===== src/rtl/io_peripheral_responder.sv =====
// Memory-mapped I/O responder: GPIO, free-running timer with compare IRQ, and a
// FIFO-buffered 8N1 UART transmitter behind one 4 KiB window.
module io_peripheral_responder #(
   parameter logic [19:0] BASE         = 20'h000F0,
   parameter int unsigned CLKS_PER_BIT = 16,
   parameter int unsigned FIFO_DEPTH   = 8
) (
   input  logic        clk,
   input  logic        reset,
   input  logic [31:0] io_address,
   input  logic [31:0] io_write_value,
   output logic [31:0] io_read_value,
   input  logic        io_write_en,
   input  logic        io_read_en,
   input  logic [2:0]  io_data_size,
   output logic [7:0]  gpio_out,
   input  logic [7:0]  gpio_in,
   output logic        uart_tx,
   output logic        irq_timer
);

   localparam int unsigned AW = $clog2(FIFO_DEPTH);
   localparam int unsigned CW = $clog2(CLKS_PER_BIT);

   localparam logic [9:0] RegGpioOut = 10'd0;
   localparam logic [9:0] RegGpioIn  = 10'd1;
   localparam logic [9:0] RegTimer   = 10'd2;
   localparam logic [9:0] RegCmp     = 10'd3;
   localparam logic [9:0] RegUart    = 10'd4;
   localparam logic [9:0] RegStatus  = 10'd5;

   typedef enum logic [1:0] {StIdle, StStart, StData, StStop} state_e;

   state_e          state_q, state_d;
   logic [7:0]      gpio_q, sync1_q, sync2_q;
   logic [31:0]     timer_q, timer_d, cmp_q;
   logic            match_q, match_d, overflow_q, overflow_d;
   logic [7:0]      fifo_q [FIFO_DEPTH];
   logic [AW-1:0]   wr_ptr_q, rd_ptr_q;
   logic [AW:0]     count_q, count_d;
   logic [CW-1:0]   clk_cnt_q, clk_cnt_d;
   logic [2:0]      bit_q, bit_d;
   logic [7:0]      shift_q, shift_d;
   logic            pop, push, full, empty, bit_done;

   logic            hit;
   logic [9:0]      sel;
   logic [1:0]      lane;
   logic [31:0]     wmask, wdata_al, wd_masked, rreg, status;
   logic [7:0]      rbyte;
   logic [15:0]     rhalf;

   assign hit  = io_address[31:12] == BASE;
   assign sel  = io_address[11:2];
   assign lane = io_address[1:0];

   // Replicate the right-aligned write data onto every lane and mask the target lane.
   always_comb begin
      wmask    = 32'hFFFF_FFFF;
      wdata_al = io_write_value;
      case (io_data_size[1:0])
         2'b00: begin
            wmask    = 32'h0000_00FF << {lane, 3'b000};
            wdata_al = {4{io_write_value[7:0]}};
         end
         2'b01: begin
            wmask    = lane[1] ? 32'hFFFF_0000 : 32'h0000_FFFF;
            wdata_al = {2{io_write_value[15:0]}};
         end
         default: ;
      endcase
   end

   assign wd_masked = wdata_al & wmask;

   function automatic logic [31:0] merge(input logic [31:0] old, input logic [31:0] m,
                                         input logic [31:0] d);
      return (old & ~m) | (d & m);
   endfunction

   logic we_gpio, we_timer, we_cmp, we_uart, we_status;
   assign we_gpio   = io_write_en && hit && (sel == RegGpioOut);
   assign we_timer  = io_write_en && hit && (sel == RegTimer);
   assign we_cmp    = io_write_en && hit && (sel == RegCmp);
   assign we_uart   = io_write_en && hit && (sel == RegUart);
   assign we_status = io_write_en && hit && (sel == RegStatus);

   assign full  = count_q == (AW+1)'(FIFO_DEPTH);
   assign empty = count_q == '0;
   assign push  = we_uart && !full;

   assign status = {19'b0, 5'(count_q), 3'b0, match_q, overflow_q, (state_q != StIdle),
                    empty, full};

   always_comb begin
      rreg = '0;
      if (hit && io_read_en) begin
         case (sel)
            RegGpioOut: rreg = {24'b0, gpio_q};
            RegGpioIn:  rreg = {24'b0, sync2_q};
            RegTimer:   rreg = timer_q;
            RegCmp:     rreg = cmp_q;
            RegStatus:  rreg = status;
            default:    rreg = '0;
         endcase
      end
   end

   assign rbyte = 8'(rreg >> {lane, 3'b000});
   assign rhalf = lane[1] ? rreg[31:16] : rreg[15:0];

   always_comb begin
      case (io_data_size)
         3'b000:  io_read_value = {{24{rbyte[7]}}, rbyte};
         3'b001:  io_read_value = {{16{rhalf[15]}}, rhalf};
         3'b100:  io_read_value = {24'b0, rbyte};
         3'b101:  io_read_value = {16'b0, rhalf};
         default: io_read_value = rreg;
      endcase
   end

   always_comb begin
      timer_d = we_timer ? merge(timer_q, wmask, wdata_al) : timer_q + 32'd1;
      // Set beats a same-edge w1c clear.
      match_d = match_q;
      if (we_status && wd_masked[4]) match_d = 1'b0;
      if (timer_q == cmp_q)          match_d = 1'b1;
      overflow_d = overflow_q;
      if (we_status && wd_masked[3]) overflow_d = 1'b0;
      if (we_uart && full)           overflow_d = 1'b1;
   end

   assign bit_done = clk_cnt_q == CW'(CLKS_PER_BIT - 1);

   always_comb begin
      state_d   = state_q;
      clk_cnt_d = clk_cnt_q;
      bit_d     = bit_q;
      shift_d   = shift_q;
      pop       = 1'b0;
      uart_tx   = 1'b1;
      case (state_q)
         StIdle: begin
            if (!empty) begin
               pop       = 1'b1;
               shift_d   = fifo_q[rd_ptr_q];
               clk_cnt_d = '0;
               state_d   = StStart;
            end
         end
         StStart: begin
            uart_tx = 1'b0;
            if (bit_done) begin
               clk_cnt_d = '0;
               bit_d     = '0;
               state_d   = StData;
            end else clk_cnt_d = clk_cnt_q + 1'b1;
         end
         StData: begin
            uart_tx = shift_q[0];
            if (bit_done) begin
               clk_cnt_d = '0;
               shift_d   = shift_q >> 1;
               if (bit_q == 3'd7) state_d = StStop;
               else bit_d = bit_q + 3'd1;
            end else clk_cnt_d = clk_cnt_q + 1'b1;
         end
         StStop: begin
            if (bit_done) begin
               clk_cnt_d = '0;
               if (!empty) begin
                  pop     = 1'b1;
                  shift_d = fifo_q[rd_ptr_q];
                  state_d = StStart;
               end else state_d = StIdle;
            end else clk_cnt_d = clk_cnt_q + 1'b1;
         end
         default: state_d = StIdle;
      endcase
   end

   always_comb begin
      count_d = count_q;
      case ({push, pop})
         2'b10:   count_d = count_q + 1'b1;
         2'b01:   count_d = count_q - 1'b1;
         default: ;
      endcase
   end

   always_ff @(posedge clk) begin
      if (push) fifo_q[wr_ptr_q] <= io_write_value[7:0];
   end

   always_ff @(posedge clk) begin
      if (reset) begin
         state_q    <= StIdle;
         gpio_q     <= '0;
         sync1_q    <= '0;
         sync2_q    <= '0;
         timer_q    <= '0;
         cmp_q      <= 32'hFFFF_FFFF;
         match_q    <= 1'b0;
         overflow_q <= 1'b0;
         wr_ptr_q   <= '0;
         rd_ptr_q   <= '0;
         count_q    <= '0;
         clk_cnt_q  <= '0;
         bit_q      <= '0;
         shift_q    <= '0;
      end else begin
         state_q    <= state_d;
         if (we_gpio) gpio_q <= 8'(merge({24'b0, gpio_q}, wmask, wdata_al));
         sync1_q    <= gpio_in;
         sync2_q    <= sync1_q;
         timer_q    <= timer_d;
         if (we_cmp) cmp_q <= merge(cmp_q, wmask, wdata_al);
         match_q    <= match_d;
         overflow_q <= overflow_d;
         if (push) wr_ptr_q <= wr_ptr_q + 1'b1;
         if (pop)  rd_ptr_q <= rd_ptr_q + 1'b1;
         count_q    <= count_d;
         clk_cnt_q  <= clk_cnt_d;
         bit_q      <= bit_d;
         shift_q    <= shift_d;
      end
   end

   assign gpio_out  = gpio_q;
   assign irq_timer = match_q;

endmodule


===== config.mk =====
export PLATFORM = sky130hd
export DESIGN_NAME = io_peripheral_responder
export DESIGN_NICKNAME = d
export VERILOG_FILES = /design/src/rtl/io_peripheral_responder.sv
export SDC_FILE = /design/constraint.sdc
export NUM_CORES = 1
export LEC_CHECK = 0
export CAP_MARGIN = 40
export CORE_AREA = 2 2 138 140
export DETAILED_ROUTE_END_ITERATION = 12
export DIE_AREA = 0 0 140 142
export PLACE_DENSITY = 0.85
export SLEW_MARGIN = 20
export SYNTH_ARGS = -nofsm -noshare
export SYNTH_HDL_FRONTEND = slang
export SYNTH_SLANG_ARGS = --single-unit

===== constraint.sdc =====
create_clock -name clk -period 4.6 [get_ports clk]
set_clock_uncertainty 0.2 [all_clocks]
set_input_delay 1.15 -clock clk [delete_from_list [all_inputs] [get_ports clk]]
set_output_delay 1.15 -clock clk [all_outputs]
set_load 0.01 [all_outputs]

==> flow_metrics.env <==
export IMPL_cp_slowest_cell="or4_4"
export IMPL_antenna_found_initial=0
export IMPL_worstPathRequired_ns=3.25
export IMPL_synth_ff_type="dfxtp_1"
export IMPL_cts_num_sinks=184
export IMPL_ios=121
export IMPL_crit_type="in -> out"
export IMPL_yosys_area_top_type="dfxtp_1"
export IMPL_slowest_delay_ns=0.56
export IMPL_clock_path_buffers=2
export IMPL_syn_num_nets=1137
export IMPL_cp_arrival_ns=3.44
export IMPL_finalSetupViolations=27
export IMPL_grt_pass1_vias=8905
export IMPL_nets=1317
export IMPL_cts_made_buffers=17
export IMPL_yosys_warnings=0
export IMPL_finalCriticalPeriod_ns=4.79
export IMPL_htree_levels=4
export IMPL_layout_drive_gt1_share_pct=22.2
export IMPL_diodes=0
export IMPL_setup_ws_ns=-0.189
export IMPL_report_final_slew_viol_count=0
export IMPL_routed_wl_um=31600
export IMPL_relSlewSlack_pct=43.5
export IMPL_antenna_left=0
export IMPL_start_util_pct=53.8
export IMPL_postCtsHoldBufs=0
export IMPL_final_hold_violation_count=0
export IMPL_grt_setup_unrepaired="yes"
export IMPL_synth_async_reset_ratio_pct=0
export IMPL_cts_tree="yes"
export IMPL_path_clk_slew_ns=0.07
export IMPL_synth_edf_count=64
export IMPL_synth_top_cell_area_share_pct=24.2
export IMPL_outcome="finished, violations left"
export IMPL_rows=50
export IMPL_reg2regPathDepth=11
export IMPL_ir_worst_vdd_v=0.000261
export IMPL_seqCellArea_sq_um=4320
export IMPL_synth_seq_cells=184
export IMPL_via_count=9444
export IMPL_root_buffer="clkbuf_16"
export IMPL_crit_chain="clkbuf_2 > or4_4 > a2111oi_4 > buf_4 > and4_4 > buf_6 > and4b_2 > inv_2 > o221ai_1 > buf_2"
export IMPL_core_area_sq_um=18500
export IMPL_holdCritPathClass="reg -> reg"
export IMPL_grt_usage_pct=31.2
export IMPL_gp_congestion=0.983
export IMPL_clk_latency_ns=0.43
export IMPL_max_freq_mhz=209
export IMPL_syn_to_final_growth_pct=27.5
export IMPL_period_share_pct=104
export IMPL_utilization_pct=68.7
export IMPL_grt_ovfl_total=0
export IMPL_violations="design-rule violations, negative setup slack"
export IMPL_ys_types=67
export IMPL_fillers=1329
export IMPL_synth_avg_cell_area_sq_um=9.53
export IMPL_grt_max_degree=64
export IMPL_port_buffer_count=120
export IMPL_drt_iter0_markers=1026
export IMPL_crit_path_end_kind="primary output"
export IMPL_grt_pass1_wl_um=48200
export IMPL_die_w_um=140
export IMPL_die_area_sq_um=19900
export IMPL_multi_input_area_sq_um=5430
export IMPL_worst_slew_pin_slew_ns=0.840
export IMPL_cap_viol_max_count=0
export IMPL_drtPass1Iterations=10
export IMPL_viasPerCell=6.42
export IMPL_worst_path_max_fanout=4
export IMPL_ys_seq_area_share_pct=43.5
export IMPL_hold_depth=1
export IMPL_power_leakage_nw=4.61
export IMPL_synth_area_leaders="dfxtp_1 24%, edfxtp_1 19%, mux4_2 5.2%"
export IMPL_routedWlPerCell_um=21.5
export IMPL_die_y_um=142
export IMPL_powerDensity_nw_per_um2=279
export IMPL_start_kind="primary input"
export IMPL_synth_area_sq_um=9940
export IMPL_synth_cells=1043
export IMPL_hpwlAfterDp_um=22400
export IMPL_power_w=0.00353
export IMPL_drcViolationCount=1
synthesized netlist by cell type, types with 14 or more instances:
master	number
inv_1	28
clkbuf_1	54
nand4_1	16
nand3_1	36
mux2_2	26
o21ai_0	66
dfxtp_1	120
mux4_2	23
nor2_1	97
and3_1	15
edfxtp_1	64
ha_1	14
a211o_1	16
a21oi_1	94
xnor2_1	35
nand2_1	67
nand2b_1	14
nor3_1	21
mux2i_1	35
nor2b_1	21
worst max-delay path, delay by kind of cell:
family	cells	cell delay, ns
AOI/OAI and AO/OA	2	0.55
and+or+nand+nor	3	1.09
buffers and inverters	5	0.65
layout make-up:
class                   instances  share of cell area, %
multi-input cells             762                   42.8
clock buffers                  18                   3.39
inverters                      28                  0.829
repair buffers                230                   15.3
well taps                     234                   2.31
flip-flops and latches        184                   34.1
clock inverters                14                   1.25
power breakdown:
group,total (W),internal [W],switching (W)
clock network,0.00144,0.000730,0.000712
registers,0.00170,0.00169,0.0000121
logic,0.000383,0.000171,0.000212
total,0.00353,0.00259,0.000936
cell usage in the layout (no fill, tap or decap), types with 35 or more instances in the layout:
cell type        netlist  final
a21oi_1               94     92
dfxtp_1              120    120
edfxtp_1              64     64
nor2_1                97     93
nand2_1               67     66
mux2i_1               35     35
clkdlybuf4s50_1        0     67
xnor2_1               35     35
o21ai_0               66     51
buf_4                  0    100
per-stage QoR:
step	TNS (ns)	hold WS (ns)	instance area [sq um]	setup slack [ns]	std cells
after floorplan	0	0.214	9940	0.0240	1043
after global placement	-22.47	0.224	11900	-0.786	1423
after detailed placement	-23.77	0.227	11900	-0.849	1426
after CTS	0	0.245	12600	0.00274	1467
after global routing	-4.06	0.262	12700	-0.215	1470
final	-2.36	0.242	12700	-0.189	1470
repair_timing:
item / 4_1_cts / 5_1_grt
setup endpoints to repair: 32 / 30
gates cloned: 1 / 0
gates resized for setup: 178 / 43
pin swaps: 16 / 10
buffers inserted: 8 / 3
kinds of logic after synthesis:
group           after synthesis  share of synthesized area, %
buf+inv                      98                          3.89
flops                       184                          43.5
fa+ha+maj                    15                          1.96
mux                          84                          11.7
simple gates                357                          18.7
xor+xnor                     40                          3.53
compound gates              265                          16.7
worst paths after layout:
check,startpoint,to,slack (ns)
worst min-delay path,sync1_q[3],sync2_q[3],0.24
worst min register to register,sync1_q[3],sync2_q[3],0.24
worst max-delay path,io_address[9],io_read_value[14],-0.19
worst max register to register,clk_cnt_q[0],count_q[3],1.29
per-layer routing:
layer / part of all wire (%) / track usage (%) / vias up
met5: 0 / 0 / -
met4: 5.3 / 16.9 / 0
met3: 8.3 / 5.48 / 117
met2: 48 / 52.2 / 528
met1: 38 / 38.6 / 4567
li1: - / - / 4232
Power figures use the tool's default switching activity.
